`config.mk`:
```
export PLATFORM = sky130hd
export DESIGN_NAME = game_sequencer
export DESIGN_NICKNAME = d
export VERILOG_FILES = /design/src/rtl/game_sequencer_pkg.sv /design/src/rtl/game_sequencer_countdown.sv /design/src/rtl/game_sequencer.sv
export SDC_FILE = /design/constraint.sdc
export NUM_CORES = 1
export LEC_CHECK = 0
export ABC_AREA = 1
export CAP_MARGIN = 5
export CORE_MARGIN = 2
export CORE_UTILIZATION = 30
export DETAILED_ROUTE_END_ITERATION = 8
export PLACE_DENSITY = 0.62
export SETUP_SLACK_MARGIN = 0.4
export SLEW_MARGIN = 20
export SYNTH_ARGS = -nofsm -noshare
export SYNTH_HDL_FRONTEND = slang
export SYNTH_SLANG_ARGS = --single-unit
export TNS_END_PERCENT = 20
```
`constraint.sdc`:
```
create_clock -name clk -period 2.1 [get_ports clk]
set_input_delay 0.42 -clock clk [delete_from_list [all_inputs] [get_ports clk]]
set_output_delay 0.42 -clock clk [all_outputs]
set_load 0.02 [all_outputs]
```
`src/rtl/game_sequencer_pkg.sv`:
```
// Shared definitions for the game sequencer.
// State encodings, parameter defaults and a score helper.
package game_sequencer_pkg;

  typedef enum logic [1:0] {
    ST_ATTRACT = 2'b00,
    ST_PLAY    = 2'b01,
    ST_HIT     = 2'b10,
    ST_OVER    = 2'b11
  } state_e;

  localparam int unsigned DEF_START_LIVES = 3;
  localparam int unsigned DEF_HIT_FRAMES  = 60;
  localparam int unsigned DEF_OVER_FRAMES = 120;

  function automatic logic [7:0] sat_inc(
    input logic [7:0] v
  );
    return (v == 8'hFF) ? v : v + 8'd1;
  endfunction

endpackage

```
`src/rtl/game_sequencer_countdown.sv`:
```
// Loadable 8-bit frame down-counter.
// Stops at zero; load wins over the frame decrement.
module frame_countdown (
  input  logic       clk_i,
  input  logic       reset_i,
  input  logic       frame_end_i,
  input  logic       load_i,
  input  logic [7:0] load_val_i,
  output logic [7:0] next_o,
  output logic       is_one_o
);

  logic [7:0] count_q;
  logic [7:0] count_d;

  // next count: load, else step down once per frame
  always_comb begin
    count_d = count_q;
    if (load_i) begin
      count_d = load_val_i;
    end else if (frame_end_i && count_q != 8'd0) begin
      count_d = count_q - 8'd1;
    end
  end

  // counter register
  always_ff @(posedge clk_i) begin
    if (reset_i) begin
      count_q <= 8'd0;
    end else begin
      count_q <= count_d;
    end
  end

  assign next_o   = count_d;
  assign is_one_o = (count_q == 8'd1);

endmodule

```
`src/rtl/game_sequencer.sv`:
```
// Game flow sequencer: attract, play, hit, game over.
// Updates on frame boundaries; all outputs are registered.
module game_sequencer
  import game_sequencer_pkg::*;
#(
  parameter int unsigned START_LIVES = DEF_START_LIVES,
  parameter int unsigned HIT_FRAMES  = DEF_HIT_FRAMES,
  parameter int unsigned OVER_FRAMES = DEF_OVER_FRAMES
) (
  input  logic       clk,
  input  logic       reset,
  input  logic       frame_end,
  input  logic       start,
  input  logic       collision,
  input  logic       dragon_hit,
  output logic [1:0] state,
  output logic [1:0] lives,
  output logic [7:0] score,
  output logic       game_enable,
  output logic       flash,
  output logic       entity_reset
);

  localparam logic [1:0] LIVES_INIT = 2'(START_LIVES);
  localparam logic [7:0] HIT_LD     = 8'(HIT_FRAMES);
  localparam logic [7:0] OVER_LD    = 8'(OVER_FRAMES);

  state_e     state_q, state_d;
  logic [1:0] lives_q, lives_d;
  logic [7:0] score_q, score_d;
  logic       pend_q, pend_d;
  logic       start_q, start_d;
  logic       ge_q, ge_d;
  logic       flash_q, flash_d;
  logic       er_q, er_d;

  logic       cnt_load;
  logic [7:0] cnt_val;
  logic [7:0] cnt_next;
  logic       cnt_one;

  frame_countdown u_timer (
    .clk_i       (clk),
    .reset_i     (reset),
    .frame_end_i (frame_end),
    .load_i      (cnt_load),
    .load_val_i  (cnt_val),
    .next_o      (cnt_next),
    .is_one_o    (cnt_one)
  );

  // frame-boundary FSM, score, lives and hit-pending logic
  always_comb begin
    state_d  = state_q;
    lives_d  = lives_q;
    score_d  = score_q;
    start_d  = start_q;
    pend_d   = pend_q | dragon_hit;
    er_d     = 1'b0;
    cnt_load = 1'b0;
    cnt_val  = 8'd0;
    if (frame_end) begin
      start_d = start;
      pend_d  = dragon_hit;
      unique case (state_q)
        ST_ATTRACT: begin
          if (start && !start_q) begin
            state_d = ST_PLAY;
            lives_d = LIVES_INIT;
            score_d = 8'd0;
            er_d    = 1'b1;
          end
        end
        ST_PLAY: begin
          if (collision) begin
            cnt_load = 1'b1;
            if (lives_q > 2'd1) begin
              lives_d = lives_q - 2'd1;
              cnt_val = HIT_LD;
              state_d = ST_HIT;
            end else begin
              lives_d = 2'd0;
              cnt_val = OVER_LD;
              state_d = ST_OVER;
            end
          end else if (pend_q) begin
            score_d = sat_inc(score_q);
          end
        end
        ST_HIT: begin
          if (cnt_one) begin
            state_d = ST_PLAY;
            er_d    = 1'b1;
          end
        end
        ST_OVER: begin
          if (cnt_one) begin
            state_d = ST_ATTRACT;
          end
        end
      endcase
    end
  end

  // output flags derived from the upcoming state
  always_comb begin
    ge_d    = (state_d == ST_PLAY);
    flash_d = 1'b0;
    if (state_d == ST_HIT) begin
      flash_d = cnt_next[3];
    end else if (state_d == ST_OVER) begin
      flash_d = 1'b1;
    end
  end

  // state and output registers
  always_ff @(posedge clk) begin
    if (reset) begin
      state_q <= ST_ATTRACT;
      lives_q <= LIVES_INIT;
      score_q <= 8'd0;
      pend_q  <= 1'b0;
      start_q <= 1'b1;
      ge_q    <= 1'b0;
      flash_q <= 1'b0;
      er_q    <= 1'b0;
    end else begin
      state_q <= state_d;
      lives_q <= lives_d;
      score_q <= score_d;
      pend_q  <= pend_d;
      start_q <= start_d;
      ge_q    <= ge_d;
      flash_q <= flash_d;
      er_q    <= er_d;
    end
  end

  assign state        = state_q;
  assign lives        = lives_q;
  assign score        = score_q;
  assign game_enable  = ge_q;
  assign flash        = flash_q;
  assign entity_reset = er_q;

endmodule

```
==> out/qor.txt, run 1 <==
================================================================================
Global-route usage over all layers                                        12.46%
Post-synthesis sequential element count                                       25
Final slew viol count                                                          0
Internal portion of total power                                      0.0009366 W
Fin Setup TNS                                                               0 ps
Syn_nets                                                                     207
Number of cells on the worst reg-to-reg path                                   9
Post-detailed-placement half-perimeter wirelength                   2192 microns
Fraction of final layout cells sized beyond drive strength 1              13.90%
Mean post-synth cell area                                            6.793 sq um
Worst Max-Slew Pin Slew                                                 246.8 ps
Number of antenna violations at the first check in global routing              0
Global-route wire length before repair                              5099 microns
Register share of total power                                              38.3%
Via density                                                                4.527
Root Buffer Master                                                  sky130_fd_sc_hd__clkbuf_8
Count of endpoints failing setup in the final report                           0
Pin count of the biggest net entering global routing                          16
Classification of the worst setup path                                reg -> out
Worst-skew pair later-pin latency                                         270 ps
Number of diodes added for antenna fixing                                      0
CP peak stage delay                                                       630 ps
Clock skew after layout                                                 9.543 ps
DRC marker count from the first detailed-route iteration                      67
Worst hold path stage count                                                    2
Detailed-routing iteration count for the pre-antenna-repair pass               4
List of cells traversed by the critical path                        clkdlybuf4s50_1
Class of the worst hold path                                          reg -> reg
Area added between synthesis and finish                                   24.74%
Hold_buf cts                                                                   0
Highest net fanout along the worst path                                        4
Family with the most delay on the worst path                        buffers and inverters
Deepest level of the CTS H-tree                                                1
Crit path required time                                                  1680 ps
Fraction of power spent switching nets                                    40.33%
Clock Tree Buf Depth                                                           2
Number of hold violations in the final report                                  0
Number of global-route vias before repair                                  1,131
Average routed wire per standard cell                               10.71 microns
Fillers                                                                      492
Sequential-to-total area share from yosys stat                            37.21%
Nets                                                                         233
Area of the mapped netlist                                            1345 sq um
Clock sinks                                                                   25
Post-detailed-routing wire length                                   2946 microns
Highest ir drop seen on vdd                                          0.0002901 V
Startpoint type of the worst setup path                                flip-flop
# DRC                                                                          0
Core Footprint                                                        4324 sq um
Setup repair after global routing missed its margin                          yes
Global route overflow                                                          0
Arrival time of the worst setup path                                     1310 ps
Antenna Nets Post-Route                                                        0
Inserted Clock Buffers                                                         3
Number of synthesis warnings                                                   0
Count of vias placed by the detailed router                                1,245
Flop-to-flop setup slack                                                  560 ps
Unique masters post-synth                                                     27
Syn Inst Count                                                               198
Time the final worst path needs with I/O delays and setup                1727 ps
Non-Filler Instances                                                         275
Power density of the placed cells                                   935.5 nW/um^2
Period Utilization, post-route                                            82.25%
Die Ht                                                              70.96 microns
Result of the run                                                   finished clean
Crit. End Element                                                   primary output
Relative slew margins                                                     83.49%
Max-Cap Viols                                                                  0
Starting density of the core                                              31.11%
Total number of cells along the worst setup path                               1
Total net switching power                                            0.0006329 W
Worst-path cell with the longest stage delay                        sky130_fd_sc_hd__clkdlybuf4s50_1
Highest clock frequency the design can meet                            579.0 MHz
IO Port Bufs                                                                  20
Number of core rows                                                           24
TritonCTS clock tree                                                         yes
Combinational group share of total power                                   42.8%
Bufs and invs on worst path                                                    1
Routability congestion estimate                                           0.7978
Horizontal extent of the die                                        70.96 microns
Proportion of power drawn by the clock network                             18.9%
Ports                                                                         21
Worst-path clk slew                                                       100 ps
Placed instance count                                                        269
Lkg Pwr                                                                0.7975 nW
Die area                                                              5035 sq um
================================================================================
[registers in the layout, summed over array words and instances, names as in the netlist]
| register | count |
|---|---|
| start_q | 1 |
| lives | 2 |
| state | 2 |
| flash | 1 |
| pend_q | 1 |
| u_timer.count_q | 8 |
| score | 8 |
| game_enable | 1 |
| entity_reset | 1 |
[per-layer routing]
layer / up-vias / share of wire, % / global-route usage (%) / routed length, microns
li1: 670 / - / - / -
met1: 550 / 52 / 18.13 / 1530
met2: 21 / 43 / 18.48 / 1272
met3: 4 / 3.2 / 1.709 / 95
met4: 0 / 1.6 / 5.031 / 47
met5: - / 0 / 0 / 0
[synth_stat cells]
cell,n,share of area (%)
sky130_fd_sc_hd__o21ai_0,9,3.3
sky130_fd_sc_hd__o22ai_1,1,0.47
sky130_fd_sc_hd__inv_2,4,1.1
sky130_fd_sc_hd__inv_1,32,8.9
sky130_fd_sc_hd__nand2_2,5,2.3
sky130_fd_sc_hd__nand3_2,3,2.2
sky130_fd_sc_hd__o21ai_1,1,0.37
sky130_fd_sc_hd__nor3_4,1,1.2
sky130_fd_sc_hd__nor3_1,2,0.74
sky130_fd_sc_hd__nand2_4,1,0.84
sky130_fd_sc_hd__buf_6,2,1.7
sky130_fd_sc_hd__ha_1,3,2.8
sky130_fd_sc_hd__o211ai_1,1,0.56
sky130_fd_sc_hd__nand3_1,14,5.2
sky130_fd_sc_hd__inv_4,1,0.47
sky130_fd_sc_hd__xor2_1,2,1.3
sky130_fd_sc_hd__nand4_1,3,1.4
sky130_fd_sc_hd__o21a_1,1,0.56
sky130_fd_sc_hd__nor2_4,1,0.84
sky130_fd_sc_hd__nor2_2,1,0.47
sky130_fd_sc_hd__buf_2,2,0.74
sky130_fd_sc_hd__nand2_1,41,11
sky130_fd_sc_hd__a21oi_2,1,0.65
sky130_fd_sc_hd__nor2_1,26,7.3
sky130_fd_sc_hd__dfxtp_1,25,37
sky130_fd_sc_hd__o221ai_1,1,0.65
sky130_fd_sc_hd__a21oi_1,14,5.2
[worst min-delay path, cell delays in order, from the launching register on]
cell and delay (ps):
sky130_fd_sc_hd__dfxtp_1 340, sky130_fd_sc_hd__nand2_1 50, sky130_fd_sc_hd__o211ai_1 60
[through the flow]
step | hold slack (ps) | area (sq um) | util, % | total power [W] | setup WS, ps
after global routing | 520.6 | 1678 | 38.80 | 0.001727 | 315.3
final | 491.2 | 1678 | 38.80 | 0.001570 | 372.7
after global placement | 458.5 | 1600 | 37.01 | 0.001256 | 130.5
after floorplan | 446.7 | 1345 | - | 0.001121 | 522.2
after CTS | 493.7 | 1647 | 38.08 | 0.001555 | 354.6
after detailed placement | 469.4 | 1600 | 37.01 | 0.001254 | 136.9
[power groups by stage]
stage / registers, W / logic, W / clock network (W)
finish: 0.000601 / 0.000672 / 0.000297
global route: 0.000613 / 0.000789 / 0.000324
CTS: 0.000600 / 0.000645 / 0.000310
detailed placement: 0.000611 / 0.000643 / 0
global placement: 0.000612 / 0.000644 / 0
floorplan: 0.000607 / 0.000514 / 0
[placed cells by master, fill, tap and decap left out, types with 2 or more instances in the layout]
cell type                         count
sky130_fd_sc_hd__nand2_1             41
sky130_fd_sc_hd__inv_1               32
sky130_fd_sc_hd__nor2_1              26
sky130_fd_sc_hd__dfxtp_1             24
sky130_fd_sc_hd__clkdlybuf4s50_1     17
sky130_fd_sc_hd__a21oi_1             14
sky130_fd_sc_hd__nand3_1             13
sky130_fd_sc_hd__o21ai_0              9
sky130_fd_sc_hd__nand2_2              5
sky130_fd_sc_hd__buf_4                5
sky130_fd_sc_hd__inv_2                4
sky130_fd_sc_hd__nand3_2              4
sky130_fd_sc_hd__nand4_1              3
sky130_fd_sc_hd__clkbuf_8             3
sky130_fd_sc_hd__xor2_1               2
sky130_fd_sc_hd__ha_1                 2
sky130_fd_sc_hd__dlygate4sd2_1        2
[layout make-up]
type	instances	area, sq um	area share, %
sequential	25	501.7	29.90
timing repair buffer	25	237.7	14.17
inverter	37	141.4	8.427
tap	52	65.06	3.878
clock buffer	3	41.29	2.461
clock inverter	1	7.507	0.4474
multi-input combinational	132	683.2	40.72
[logic make-up after synthesis]
family / Yosys count / synth area share (%)
compound gates: 29 / 11.81
xor+xnor: 2 / 1.303
fa+ha+maj: 3 / 2.791
buf+inv: 41 / 12.93
flops: 25 / 37.21
simple gates: 98 / 33.95
[path summary, 6_finish.rpt]
kind	from	endpoint
setup / recovery	state[1]$_SDFF_PP0_	state[1]
hold / removal	start_q$_SDFFE_PP1P_	start_q$_SDFFE_PP1P_
setup reg to reg	score[0]$_SDFFE_PP0P_	score[4]$_SDFFE_PP0P_
hold reg to reg	start_q$_SDFFE_PP1P_	start_q$_SDFFE_PP1P_
[what timing repair did]
item                                    CTS  global route
pin swaps                                 0             1
buffers inserted                          0             2
gates resized for setup                   2             5
endpoints found under the setup margin   10            21
Note: power is estimated with default switching activity, not from simulation.
==> inputs of run 2 (changes only) <==
--- a/config.mk
+++ b/config.mk
@@ -10,7 +10,7 @@
 export CORE_MARGIN = 2
 export CORE_UTILIZATION = 30
 export DETAILED_ROUTE_END_ITERATION = 8
-export PLACE_DENSITY = 0.62
+export PLACE_DENSITY = 0.63
 export SETUP_SLACK_MARGIN = 0.4
 export SLEW_MARGIN = 20
 export SYNTH_ARGS = -nofsm -noshare
==> constraint.sdc (replaced) <==
create_clock -name clk -period 1.5 [get_ports clk]
set_input_delay 0.3 -clock clk [delete_from_list [all_inputs] [get_ports clk]]
set_output_delay 0.3 -clock clk [all_outputs]
set_load 0.02 [all_outputs]
==> run 2 against run 1 <==
Effect of this change:
- design area up 20%
- clock skew down 3.4 ps
- die area unchanged
- combinational power up 92%
- count of clock-buffer cells in the layout up 1
- power up 64%
- first-iteration DRC count down 40%
==> out/qor.txt, run 2 (synthesis results as in run 1) <==
================================================================================
Result of the run                                                   finished clean
Crit path required time                                                  1200 ps   -480 ps
Total number of cells along the worst setup path                               1   unchanged
Post-detailed-placement half-perimeter wirelength                   2278 microns   +3.9%
Proportion of power drawn by the clock network                             16.2%   -2.7 points
Total net switching power                                             0.001080 W   +71%
Deepest level of the CTS H-tree                                                1   unchanged
Number of global-route vias before repair                                  1,242   +9.8%
Pin count of the biggest net entering global routing                          15   -1
Fraction of final layout cells sized beyond drive strength 1              37.55%   +24 points
Final Cell Area                                                       2007 sq um   +20%
Number of core rows                                                           24   unchanged
Post-route worst setup slack                                            95.02 ps   -277.7 ps
Class of the worst hold path                                          reg -> reg
Flop-to-flop setup slack                                                  100 ps   -460 ps
Global-route usage over all layers                                        13.43%   +0.98 points
Highest clock frequency the design can meet                            711.8 MHz
Number of diodes added for antenna fixing                                      0   unchanged
Post-detailed-routing wire length                                   3401 microns   +15%
Clock skew after layout                                                 6.174 ps   -3.369 ps
Internal portion of total power                                       0.001490 W   +59%
Time the final worst path needs with I/O delays and setup                1405 ps
Die Ht                                                              70.96 microns   unchanged
List of cells traversed by the critical path                        dlygate4sd2_1
Highest net fanout along the worst path                                        4   unchanged
Number of hold violations in the final report                                  0   unchanged
Global-route wire length before repair                              5547 microns   +8.8%
Ports                                                                         21   unchanged
Count of vias placed by the detailed router                                1,375   +10%
Placement-stage worst setup slack                                      -264.1 ps   -401.0 ps
Area added between synthesis and finish                                   49.21%
Register share of total power                                              33.5%   -4.8 points
Capturing point of the worst reg2reg path                           score[2]$_SDFFE_PP0P_
Antenna Nets Post-Route                                                        0   unchanged
Global route overflow                                                          0   unchanged
Root Buffer Master                                                  sky130_fd_sc_hd__clkbuf_8
Inserted Clock Buffers                                                         3   unchanged
Setup repair after global routing missed its margin                          yes
Worst-skew pair later-pin latency                                         270 ps   about the same
Total area of multi-input combinational cells                        843.3 sq um   +23%
Worst Max-Slew Pin Slew                                                 269.3 ps   +22.47 ps
Detailed-routing iteration count for the pre-antenna-repair pass               4   unchanged
Lkg Pwr                                                                0.9695 nW   +22%
Family with the most delay on the worst path                          flip-flops
Core Footprint                                                        4324 sq um   unchanged
Power density of the placed cells                                   1281 nW/um^2   +37%
DRC marker count from the first detailed-route iteration                      40   -40%
Clock Tree Buf Depth                                                           2   unchanged
Placed instance count                                                        282   +4.8%
Die area                                                              5035 sq um   unchanged
Max-Cap Viols                                                                  0   unchanged
IO Port Bufs                                                                  20   unchanged
GR met1 Demand/Resource                                                   17.98%   -0.16 points
Fillers                                                                      453   -7.9%
Total area of sequential cells                                       519.2 sq um   +3.5%
Power Total                                                           0.002570 W   +64%
Worst hold path stage count                                                    2   unchanged
Number of cells on the worst reg-to-reg path                                   9   unchanged
Highest ir drop seen on vdd                                          0.0005622 V   +94%
Met3 usage in global routing                                              1.709%   unchanged
Most common cell after layout, fill and taps aside                  sky130_fd_sc_hd__nand2_1
Crit. End Element                                                   primary output
Layer with the highest usage                                                met2
Count of endpoints failing setup in the final report                           0   unchanged
Fin Setup TNS                                                               0 ps   unchanged
Relative slew margins                                                     82.02%   -1.5 points
Nets                                                                         255   +9.4%
Clock sinks                                                                   25   unchanged
CP peak stage delay                                                       470 ps   -160 ps
Via density                                                                4.630   +2.3%
Non-Filler Instances                                                         297   +8.0%
Horizontal extent of the die                                        70.96 microns   unchanged
# DRC                                                                          0   unchanged
Starting density of the core                                              31.11%   unchanged
Classification of the worst setup path                                reg -> out
Area after detailed placement                                         1740 sq um   +8.8%
Commonest cells after routing, fill and taps aside                  sky130_fd_sc_hd__nand2_1, sky130_fd_sc_hd__buf_4, sky130_fd_sc_hd__inv_1, sky130_fd_sc_hd__nor2_1, sky130_fd_sc_hd__dfxtp_1
Period Utilization, post-route                                            93.67%
Worst-path clk slew                                                        90 ps   about the same
TritonCTS clock tree                                                         yes
Critical Path Sink                                                      score[2]
Average routed wire per standard cell                               11.45 microns   +6.9%
Startpoint type of the worst setup path                                flip-flop
Number of antenna violations at the first check in global routing              0   unchanged
Worst-path cell with the longest stage delay                        sky130_fd_sc_hd__dfxtp_1
Bufs and invs on worst path                                                    1   unchanged
Combinational group share of total power                                   50.3%   +7.5 points
Arrival time of the worst setup path                                     1100 ps   -210 ps
Critical path startpoint                                            score[2]$_SDFFE_PP0P_
Startpoint of the worst register-to-register path                   score[0]$_SDFFE_PP0P_
Final slew viol count                                                          0   unchanged
Fraction of power spent switching nets                                    42.03%   +1.7 points
Met2 usage                                                                22.12%   +3.6 points
Routability congestion estimate                                           0.8067   +1.1%
================================================================================
## run 2: stage by stage
step	utilization, %	hold slack [ps]
4_1_cts	42.80	478.0
2_1_floorplan	-	417.4
3_5_place_dp	40.25	474.8
3_3_place_gp	40.25	460.5
5_1_grt	46.41	523.3
6_report	46.41	478.1
## run 2: worst min-delay path by stage
stage                                     start                    end  slack (ps)
final                     lives[1]$_SDFFE_PP1P_  lives[1]$_SDFFE_PP1P_         480
after global placement     start_q$_SDFFE_PP1P_   start_q$_SDFFE_PP1P_         460
after floorplan                      dragon_hit      pend_q$_SDFF_PP0_         420
after detailed placement   start_q$_SDFFE_PP1P_   start_q$_SDFFE_PP1P_         470
after global routing      lives[1]$_SDFFE_PP1P_  lives[1]$_SDFFE_PP1P_         520
after CTS                 lives[1]$_SDFFE_PP1P_  lives[1]$_SDFFE_PP1P_         480
## run 2: cell type report
type / count / area share [%]
clock buffers: 4 / 2.244
inverters: 37 / 7.668
multi-input cells: 133 / 42.02
flip-flops and latches: 25 / 25.87
well taps: 52 / 3.242
repair buffers: 46 / 18.95
## run 2: repair_timing
| action | in CTS | in global routing |
|---|---|---|
| setup buffers | 7 | 3 |
| gates resized for setup | 61 | 36 |
| hold buffers | 0 | 0 |
| pin swaps | 6 | 11 |
| gates cloned | 1 | 0 |
| endpoints found under the setup margin | 40 | 38 |
## run 2: routing by layer
metal	routed length, microns	vias up
met5	0	-
met1	1636	626
met4	50	0
met3	97	4
li1	-	717
met2	1617	28
## run 2: power by group through the flow
| stage | clock (W) | combinational, W | sequential (W) |
|---|---|---|---|
| after floorplan | 0 | 0.000720 | 0.000847 |
| after global placement | 0 | 0.000956 | 0.000851 |
| after detailed placement | 0 | 0.000955 | 0.000856 |
| after CTS | 0.000427 | 0.00101 | 0.000847 |
| after global routing | 0.000445 | 0.00147 | 0.000876 |
| final | 0.000418 | 0.00129 | 0.000860 |
## run 2: worst register-to-register path, delay by kind of cell (launching register included)
| family | cells | cell delay [ps] |
|---|---|---|
| flops | 1 | 370 |
| fa+ha+maj | 1 | 150 |
| simple gates | 6 | 570 |
| buf+inv | 1 | 120 |
| compound gates | 1 | 100 |
